**src/rtl/key_debouncer_pkg.sv**
```systemverilog
// rtl/key_debouncer_pkg.sv - shared types and width helpers for the key debouncer
package key_debouncer_pkg;

  typedef enum logic [1:0] {IDLE, HOLD, REPEAT} key_rpt_state_t;

  // Bits needed to hold values 0..max_val, never less than one bit.
  function automatic int cnt_width(input int max_val);
    int w;
    w = $clog2(max_val + 1);
    return (w < 1) ? 1 : w;
  endfunction

  function automatic int max_int(input int a, input int b);
    return (a > b) ? a : b;
  endfunction

endpackage

```
**src/rtl/key_debouncer_if.sv**
```systemverilog
// rtl/key_debouncer_if.sv - key pins, repeat enable and conditioned key outputs
interface key_debouncer_if #(
  parameter int N_KEYS = 2
);
  logic [N_KEYS-1:0] key_in;
  logic              repeat_en;
  logic [N_KEYS-1:0] key_down;
  logic [N_KEYS-1:0] key_press;
  logic [N_KEYS-1:0] key_release;
  logic [N_KEYS-1:0] key_repeat;

  modport master (
    output key_in, repeat_en,
    input  key_down, key_press, key_release, key_repeat
  );

  modport slave (
    input  key_in, repeat_en,
    output key_down, key_press, key_release, key_repeat
  );
endinterface

```
**src/rtl/key_debounce_one.sv**
```systemverilog
// rtl/key_debounce_one.sv - one key: synchroniser, debounce counter, edge pulses, auto-repeat
module key_debounce_one
  import key_debouncer_pkg::*;
#(
  parameter bit KEY_ACTIVE_LOW  = 1'b1,
  parameter int DEBOUNCE_CYCLES = 500_000,
  parameter int REPEAT_DELAY    = 25_000_000,
  parameter int REPEAT_PERIOD   = 5_000_000
) (
  input  logic clk,
  input  logic reset_n,
  input  logic key_in,
  input  logic repeat_en,
  output logic key_down,
  output logic key_press,
  output logic key_release,
  output logic key_repeat
);

  localparam logic REL_LEVEL = KEY_ACTIVE_LOW;
  localparam int DW = cnt_width(DEBOUNCE_CYCLES);
  localparam int RW = cnt_width(max_int(REPEAT_DELAY, REPEAT_PERIOD));
  localparam logic [DW-1:0] DEB_LAST = DW'(DEBOUNCE_CYCLES - 1);
  localparam logic [RW-1:0] DLY_LAST = RW'(REPEAT_DELAY - 1);
  localparam logic [RW-1:0] PER_LAST = RW'(REPEAT_PERIOD - 1);

  logic           sync1, sync2, sync;
  logic [DW-1:0]  deb_cnt;
  logic           accept, rise, fall;
  key_rpt_state_t state, state_next;
  logic [RW-1:0]  rpt_cnt, rpt_cnt_next;
  logic           rpt_fire;

  // Pressed = 1 after removing the board polarity.
  assign sync   = sync2 ^ REL_LEVEL;
  assign accept = (sync != key_down) && (deb_cnt == DEB_LAST);
  assign rise   = accept && !key_down;
  assign fall   = accept && key_down;

  // Two-flop synchroniser; reset loads the released pin level so no false press after reset.
  always_ff @(posedge clk or negedge reset_n) begin
    if (!reset_n) begin
      sync1 <= REL_LEVEL;
      sync2 <= REL_LEVEL;
    end else begin
      sync1 <= key_in;
      sync2 <= sync1;
    end
  end

  // Debounce: a new level must persist for DEBOUNCE_CYCLES before key_down follows it.
  always_ff @(posedge clk or negedge reset_n) begin
    if (!reset_n) begin
      deb_cnt     <= '0;
      key_down    <= 1'b0;
      key_press   <= 1'b0;
      key_release <= 1'b0;
    end else begin
      key_press   <= rise;
      key_release <= fall;
      if (sync == key_down || accept) deb_cnt <= '0;
      else                            deb_cnt <= deb_cnt + DW'(1);
      if (accept) key_down <= ~key_down;
    end
  end

  // Repeat FSM state, delay counter and registered repeat pulse.
  always_ff @(posedge clk or negedge reset_n) begin
    if (!reset_n) begin
      state      <= IDLE;
      rpt_cnt    <= '0;
      key_repeat <= 1'b0;
    end else begin
      state      <= state_next;
      rpt_cnt    <= rpt_cnt_next;
      key_repeat <= rpt_fire;
    end
  end

  // Next state: release wins over any expiring count; disabling repeat parks the key in HOLD.
  always_comb begin
    state_next = state;
    case (state)
      IDLE:    if (rise) state_next = HOLD;
      HOLD:    if (fall) state_next = IDLE;
               else if (repeat_en && rpt_cnt == DLY_LAST) state_next = REPEAT;
      REPEAT:  if (fall) state_next = IDLE;
               else if (!repeat_en) state_next = HOLD;
      default: state_next = IDLE;
    endcase
  end

  // Repeat pulse and counter update; counter sits at 0 whenever repeat cannot run.
  always_comb begin
    rpt_fire     = 1'b0;
    rpt_cnt_next = rpt_cnt + RW'(1);
    if (!repeat_en || fall || state == IDLE) begin
      rpt_cnt_next = '0;
    end else if (state == HOLD && rpt_cnt == DLY_LAST) begin
      rpt_fire     = 1'b1;
      rpt_cnt_next = '0;
    end else if (state == REPEAT && rpt_cnt == PER_LAST) begin
      rpt_fire     = 1'b1;
      rpt_cnt_next = '0;
    end
  end

endmodule

```
**src/rtl/key_debouncer.sv**
```systemverilog
// rtl/key_debouncer.sv - N independent debounced keys with press/release/repeat pulses
module key_debouncer
  import key_debouncer_pkg::*;
#(
  parameter int N_KEYS          = 2,
  parameter bit KEY_ACTIVE_LOW  = 1'b1,
  parameter int DEBOUNCE_CYCLES = 500_000,
  parameter int REPEAT_DELAY    = 25_000_000,
  parameter int REPEAT_PERIOD   = 5_000_000
) (
  input logic           clk,
  input logic           reset_n,
  key_debouncer_if.slave bus
);

  for (genvar i = 0; i < N_KEYS; i++) begin : g_key
    key_debounce_one #(
      .KEY_ACTIVE_LOW  (KEY_ACTIVE_LOW),
      .DEBOUNCE_CYCLES (DEBOUNCE_CYCLES),
      .REPEAT_DELAY    (REPEAT_DELAY),
      .REPEAT_PERIOD   (REPEAT_PERIOD)
    ) u_key (
      .clk         (clk),
      .reset_n     (reset_n),
      .key_in      (bus.key_in[i]),
      .repeat_en   (bus.repeat_en),
      .key_down    (bus.key_down[i]),
      .key_press   (bus.key_press[i]),
      .key_release (bus.key_release[i]),
      .key_repeat  (bus.key_repeat[i])
    );
  end

endmodule

```
**src/flat_wrapper.sv**
```systemverilog
// flat-port wrapper written by rule: the top's interface ports become plain ports
module key_debouncer_flat import key_debouncer_pkg::*;
#(
  parameter int N_KEYS          = 2,
  parameter bit KEY_ACTIVE_LOW  = 1'b1,
  parameter int DEBOUNCE_CYCLES = 500_000,
  parameter int REPEAT_DELAY    = 25_000_000,
  parameter int REPEAT_PERIOD   = 5_000_000
)
  (clk, reset_n, bus_key_in, bus_repeat_en, bus_key_down, bus_key_press, bus_key_release, bus_key_repeat);
  key_debouncer_if #(.N_KEYS(N_KEYS)) bus_i ();
  input logic clk;
  input logic reset_n;
  input wire logic [$bits(bus_i.key_in)-1:0] bus_key_in;
  input wire logic [$bits(bus_i.repeat_en)-1:0] bus_repeat_en;
  output wire logic [$bits(bus_i.key_down)-1:0] bus_key_down;
  output wire logic [$bits(bus_i.key_press)-1:0] bus_key_press;
  output wire logic [$bits(bus_i.key_release)-1:0] bus_key_release;
  output wire logic [$bits(bus_i.key_repeat)-1:0] bus_key_repeat;
  assign bus_i.key_in = bus_key_in;
  assign bus_i.repeat_en = bus_repeat_en;
  assign bus_key_down = bus_i.key_down;
  assign bus_key_press = bus_i.key_press;
  assign bus_key_release = bus_i.key_release;
  assign bus_key_repeat = bus_i.key_repeat;
  key_debouncer #(.N_KEYS(N_KEYS), .KEY_ACTIVE_LOW(KEY_ACTIVE_LOW), .DEBOUNCE_CYCLES(DEBOUNCE_CYCLES), .REPEAT_DELAY(REPEAT_DELAY), .REPEAT_PERIOD(REPEAT_PERIOD)) u_core (.clk(clk), .reset_n(reset_n), .bus(bus_i));
endmodule
```
**config.mk**
```make
export PLATFORM = sky130hd
export DESIGN_NAME = key_debouncer_flat
export DESIGN_NICKNAME = d
export VERILOG_FILES = /design/src/rtl/key_debouncer_pkg.sv /design/src/rtl/key_debouncer_if.sv /design/src/rtl/key_debounce_one.sv /design/src/rtl/key_debouncer.sv /design/src/flat_wrapper.sv
export SDC_FILE = /design/constraint.sdc
export NUM_CORES = 1
export LEC_CHECK = 0
export CAP_MARGIN = 15
export CORE_MARGIN = 2
export CORE_UTILIZATION = 65
export DETAILED_ROUTE_END_ITERATION = 6
export PLACE_DENSITY_LB_ADDON = 0.12
export SLEW_MARGIN = 25
export SYNTH_ARGS = -nofsm -noshare
export SYNTH_HDL_FRONTEND = slang
export SYNTH_SLANG_ARGS = --single-unit
```
**constraint.sdc**
```tcl
create_clock -name clk -period 4.2 [get_ports clk]
set_input_delay 1.05 -clock clk [delete_from_list [all_inputs] [get_ports clk]]
set_output_delay 1.05 -clock clk [all_outputs]
set_load 0.02 [all_outputs]
```
Yosys cells after proc, flatten, opt, wreduce, memory -nomap -nowiden:

Index checks and enable logic that the tools add are counted.

* $add $sub $neg: 4
* eq/ne operators: 20
* muxes and demuxes: 25
* bitwise operators: 4
* reductions and logical operators: 25

Operator list (number)
* $mux 25: 6
* $add 25x1->25 const B: 2
* $eq 25x23->1 const B: 2
* $eq 25x25->1 const B: 2
* $add 19x1->19 const B: 2
* $eq 19x19->1 const B: 2
* $mux 19: 2
* $mux 2: 9
* $logic_and 1x1->1: 12
* $ne 3x3->1 const B: 4
* $pmux 2 s3: 2
* $logic_or 1x1->1: 6
* $mux 1: 6
* $reduce_and 3->1: 2
* $eq 2x1->1 const B: 2
* $eq 2x2->1 const B: 2
* $logic_not 2->1: 2
* $ne 2x2->1 const B: 2
* $not 1->1: 4
* $logic_not 1->1: 3
* $eq 1x1->1: 2
* $ne 1x1->1: 2

* register bits: 104
* input bits: 5
* output and inout bits: 8
* logic and storage cells: 96

Depth between registers and ports, before layout:

* depth after elaboration: 7
* gate-level depth with buffers: 9

Cells and area by module:

From an unflattened synthesis, not the netlist that was laid out.

* cell total of the unflattened synthesis: 508
* area total of the unflattened synthesis: 5089.9 um2

Modules (own cells, without submodules)
* key_debounce_one: instances 2, cells each 254, area an instance 2544.9 um2, seq. area each 1303.8 um2

Worst setup path after synthesis:

No wires, ideal clock.

* kind: register to register
* start point: register u_core.g_key[0].u_key.rpt_cnt[15]
* end point: register u_core.g_key[0].u_key.rpt_cnt[11]
* library setup time: 0.119 ns
* arrival: 1.933 ns
* path slack: 2.148 ns
* cell stages (with the launch flop): 7
* period minus slack after synthesis: 2.052 ns
* path through: dfrtp_1 > or4_4 > or4_4 > o21ai_2 > a221o_4 > buf_8 > nor2_2

* longest elaborated chain between the ends: 5

RTL lines
* start: declaration: RTL line key_debounce_one.sv:31 `logic [RW-1:0] rpt_cnt, rpt_cnt_next;`
* start signal: assignment: RTL line key_debounce_one.sv:75 `rpt_cnt <= rpt_cnt_next;`
* $eq 25x23->1: RTL line key_debounce_one.sv:102 `end else if (state == REPEAT && rpt_cnt == PER_LAST) begin`
* $logic_and 1x1->1: RTL line key_debounce_one.sv:102
* $mux 25: RTL line key_debounce_one.sv:102
* $mux 25 *: RTL line key_debounce_one.sv:99 `end else if (state == HOLD && rpt_cnt == DLY_LAST) begin`
* $mux 25 *: RTL line key_debounce_one.sv:97 `if (!repeat_en || fall || state == IDLE) begin`
* named net u_core.g_key[0].u_key.rpt_cnt_next[11]: RTL line key_debounce_one.sv:31

The timed path passes the listed nets; every way through them passes the cells marked *.
A chain may end at the register's enable or synchronous reset.

Worst setup path after layout:

* start point: register u_core.g_key[1].u_key.deb_cnt[0]
* end point: register u_core.g_key[1].u_key.rpt_cnt[11]

* longest elaborated chain between the ends: 6

RTL lines
* start: declaration: RTL line key_debounce_one.sv:28 `logic [DW-1:0] deb_cnt;`
* start signal: assignment: RTL line key_debounce_one.sv:62 `else deb_cnt <= deb_cnt + DW'(1);`
* $eq 19x19->1: RTL line key_debounce_one.sv:36 `assign accept = (sync != key_down) && (deb_cnt == DEB_LAST);`
* $logic_and 1x1->1: RTL line key_debounce_one.sv:36
* $logic_and 1x1->1: RTL line key_debounce_one.sv:38 `assign fall = accept && key_down;`
* $logic_or 1x1->1 (2 in series): RTL line key_debounce_one.sv:97
* $mux 25: RTL line key_debounce_one.sv:97
* named net u_core.g_key[1].u_key.rpt_cnt_next[11]: RTL line key_debounce_one.sv:31
* end signal: assignment: RTL line key_debounce_one.sv:75
* end: declaration: RTL line key_debounce_one.sv:31

The timed path passes the listed nets, and every way through them passes these cells.

==> run metrics <==
status complete, no violations; main flop type after synthesis dfrtp_1; crit path DAT 2920 ps; H-Tree Depth 3; via count 3729; number of max-cap violations 0; Synth Cell Area between 5000 and 6000 µm²; YS warnings 0; Clock Skew about 11 ps; top-area cell type share of the netlist area around half; Place WS 1398 ps; # clock sinks 104; FMAX 370.8 MHz; period utilisation layout 64.21%; number of global-route vias before repair 3619; GP Congestion 0.8502; Critical Path RT 4420 ps; hpwl dp 6316 µm; DR WL/cell 14.99 µm; Slew @ Worst Pin 869.1 ps; I/O Pins 13; top cells by area, synth dfrtp_1, xor2_1, nor2_1; number of remaining DRC errors 0; Synth Register Bits 104; crit path max fanout 25; Clock Latency Late Sink 370 ps; unrepaired setup endpoints after global routing false; setup TNS 0 ps; Initial Utilization between 60% and 70%; most common cell after layout, fill and taps aside dfrtp_1; DRT Pass-1 Iters 4; DIE AREA 8725 µm²; CTS buffer count 9; CP max stage delay 760 ps; share of layout cells above drive strength 1 7.129%; setup violators final 0; drt via density 5.872; storage element area 2608 µm²; DR iter-0 viols 175; GR Util All Layers approximately a quarter; Syn Inst Count 533; PD cells 309.0 nW/µm²; Yosys top cell by area dfrtp_1; Synthesized Nets 542; initial antenna violation count 0; final hold violations 0; CTS tree yes; Worst Setup End Kind flip-flop; Mean Syn Cell Area about 10 µm²; area grow syn2layout 5.538%; Final Util a little under three quarters; most frequent cells in the layout dfrtp_1, nor2_1, xor2_1; Cell Chain, Critical Path ha_1 > and3_1 > nand3_1 > o31ai_1 > a221o_1 > nor2_1; Pleak 0.002279 µW; CTS Hold Bufs 0; port buffer count 12; grt ovf 0; Hold Slack 361.5 ps; CP Launch Type flip-flop; crit path time final around 2700 ps; first-pass GRT wire length around 17000 µm; async set-reset flop share out of synthesis 100.0%; Finished Cell Area 5484 µm²; DIE HEIGHT 93.41 µm; pin count of the biggest net entering global routing 89; CTS clk-pin slew, worst paths 110 ps; Placed Area approximately 5300 µm²; Clock Root Buffer clkbuf_8; CP max stage cell a221o_1; Clock Tree Buf Depth 2; # fillers 579; Die X 93.41 µm; Final ANT Viol Nets 0; Synth cell types 48; row cnt 32; Hold WC Path Type flip-flop to flip-flop; area of the multi-input gates 2380 µm²; final worst slack 1503 ps; DRT Wirelength 9520 µm; core region area 7727 µm²; sequential area share after synthesis about 50%; Rel. slew slack 42.04%; Crit Path Class flip-flop to flip-flop; setup bufs post-CTS 0; number of diodes 0; nets@finish 537; Max VDD drop 212.9 µV; CTS resizes 0; Final Max Slew Viols 0; number of flops mapped to enable cells by yosys 0
-- Yosys cell counts (all sizes together), types with 2 or more instances --
| cell type | instances |
|---|---|
| nor2b | 2 |
| xor2 | 51 |
| dfrtp | 100 |
| ha | 4 |
| or4 | 3 |
| o21ai | 6 |
| o41ai | 2 |
| nand3 | 39 |
| buf | 18 |
| a221o | 2 |
| nand2b | 2 |
| inv | 12 |
| and4 | 9 |
| nor4bb | 5 |
| xnor2 | 30 |
| dfstp | 4 |
| nor2 | 108 |
| clkbuf | 11 |
| nand2 | 28 |
| a21oi | 2 |
| nor4b | 2 |
| nor3 | 14 |
| nor4 | 15 |
| and3 | 17 |
| nand4 | 32 |
-- cells by family after synthesis --
group,synth area share [%]
fa+ha+maj,0.9632
buf+inv,4.021
xor+xnor,13.65
mux,0.1926
flops,50.18
compound gates,2.697
simple gates,28.29
-- layout make-up --
cell class / count / share of cell area, %
flip-flops and latches: 104 / 47.55
multi-input cells: 388 / 43.39
repair buffers: 13 / 2.350
well taps: 102 / 2.327
clock buffers: 9 / 2.259
clock inverters: 7 / 1.300
inverters: 12 / 0.8214
-- worst paths after layout --
kind,slack (ps),to,start,cells after the start
worst max-delay path,1500,u_core.g_key[1].u_key.rpt_cnt[11],u_core.g_key[1].u_key.deb_cnt[0],6
worst min-delay path,360,u_core.g_key[0].u_key.sync2,u_core.g_key[0].u_key.sync1,0
worst max register to register,1500,u_core.g_key[1].u_key.rpt_cnt[11],u_core.g_key[1].u_key.deb_cnt[0],6
worst min register to register,360,u_core.g_key[0].u_key.sync2,u_core.g_key[0].u_key.sync1,0
max in group asynchronous,2660,u_core.g_key[0].u_key.sync1,reset_n,2
min in group asynchronous,710,u_core.g_key[0].u_key.deb_cnt[6],reset_n,1
-- where the power goes --
group / switching (µW) / leakage [µW] / internal [µW]
registers: 11.1 / 0.00142 / 1010
logic: 41.2 / 0.000756 / 14.6
clock network: 380 / 0.0000999 / 235
total: 433 / 0.00228 / 1260
-- worst max-delay path, delay by kind of cell (launching register included) --
kind | cells | cell delay, ps
compound gates | 2 | 1210
simple gates | 3 | 730
flops | 1 | 410
fa+ha+maj | 1 | 190
-- registers in the layout, indices dropped and copies added (netlist names) --
name / count
u_core.g_key.u_key.key_down: 2
u_core.g_key.u_key.sync1: 2
u_core.g_key.u_key.state: 4
u_core.g_key.u_key.key_repeat: 2
u_core.g_key.u_key.sync2: 2
u_core.g_key.u_key.deb_cnt: 38
u_core.g_key.u_key.key_press: 2
u_core.g_key.u_key.key_release: 2
u_core.g_key.u_key.rpt_cnt: 50
-- metrics by stage --
step	total power, µW	cells
final	1694	635
after global routing	1754	635
after CTS	1705	635
after detailed placement	1101	619
after global placement	1099	619
after floorplan	1071	533
-- layer usage --
metal | global-route usage (%) | wire [µm] | vias to the layer above
met5 | 0 | 0 | -
met4 | 6.740 | 156 | 0
met3 | 5.077 | 293 | 15
met2 | 38.13 | 4592 | 62
met1 | 31.88 | 4477 | 1834
li1 | - | - | 1818
No activity file was read; power rests on OpenSTA's default activity.
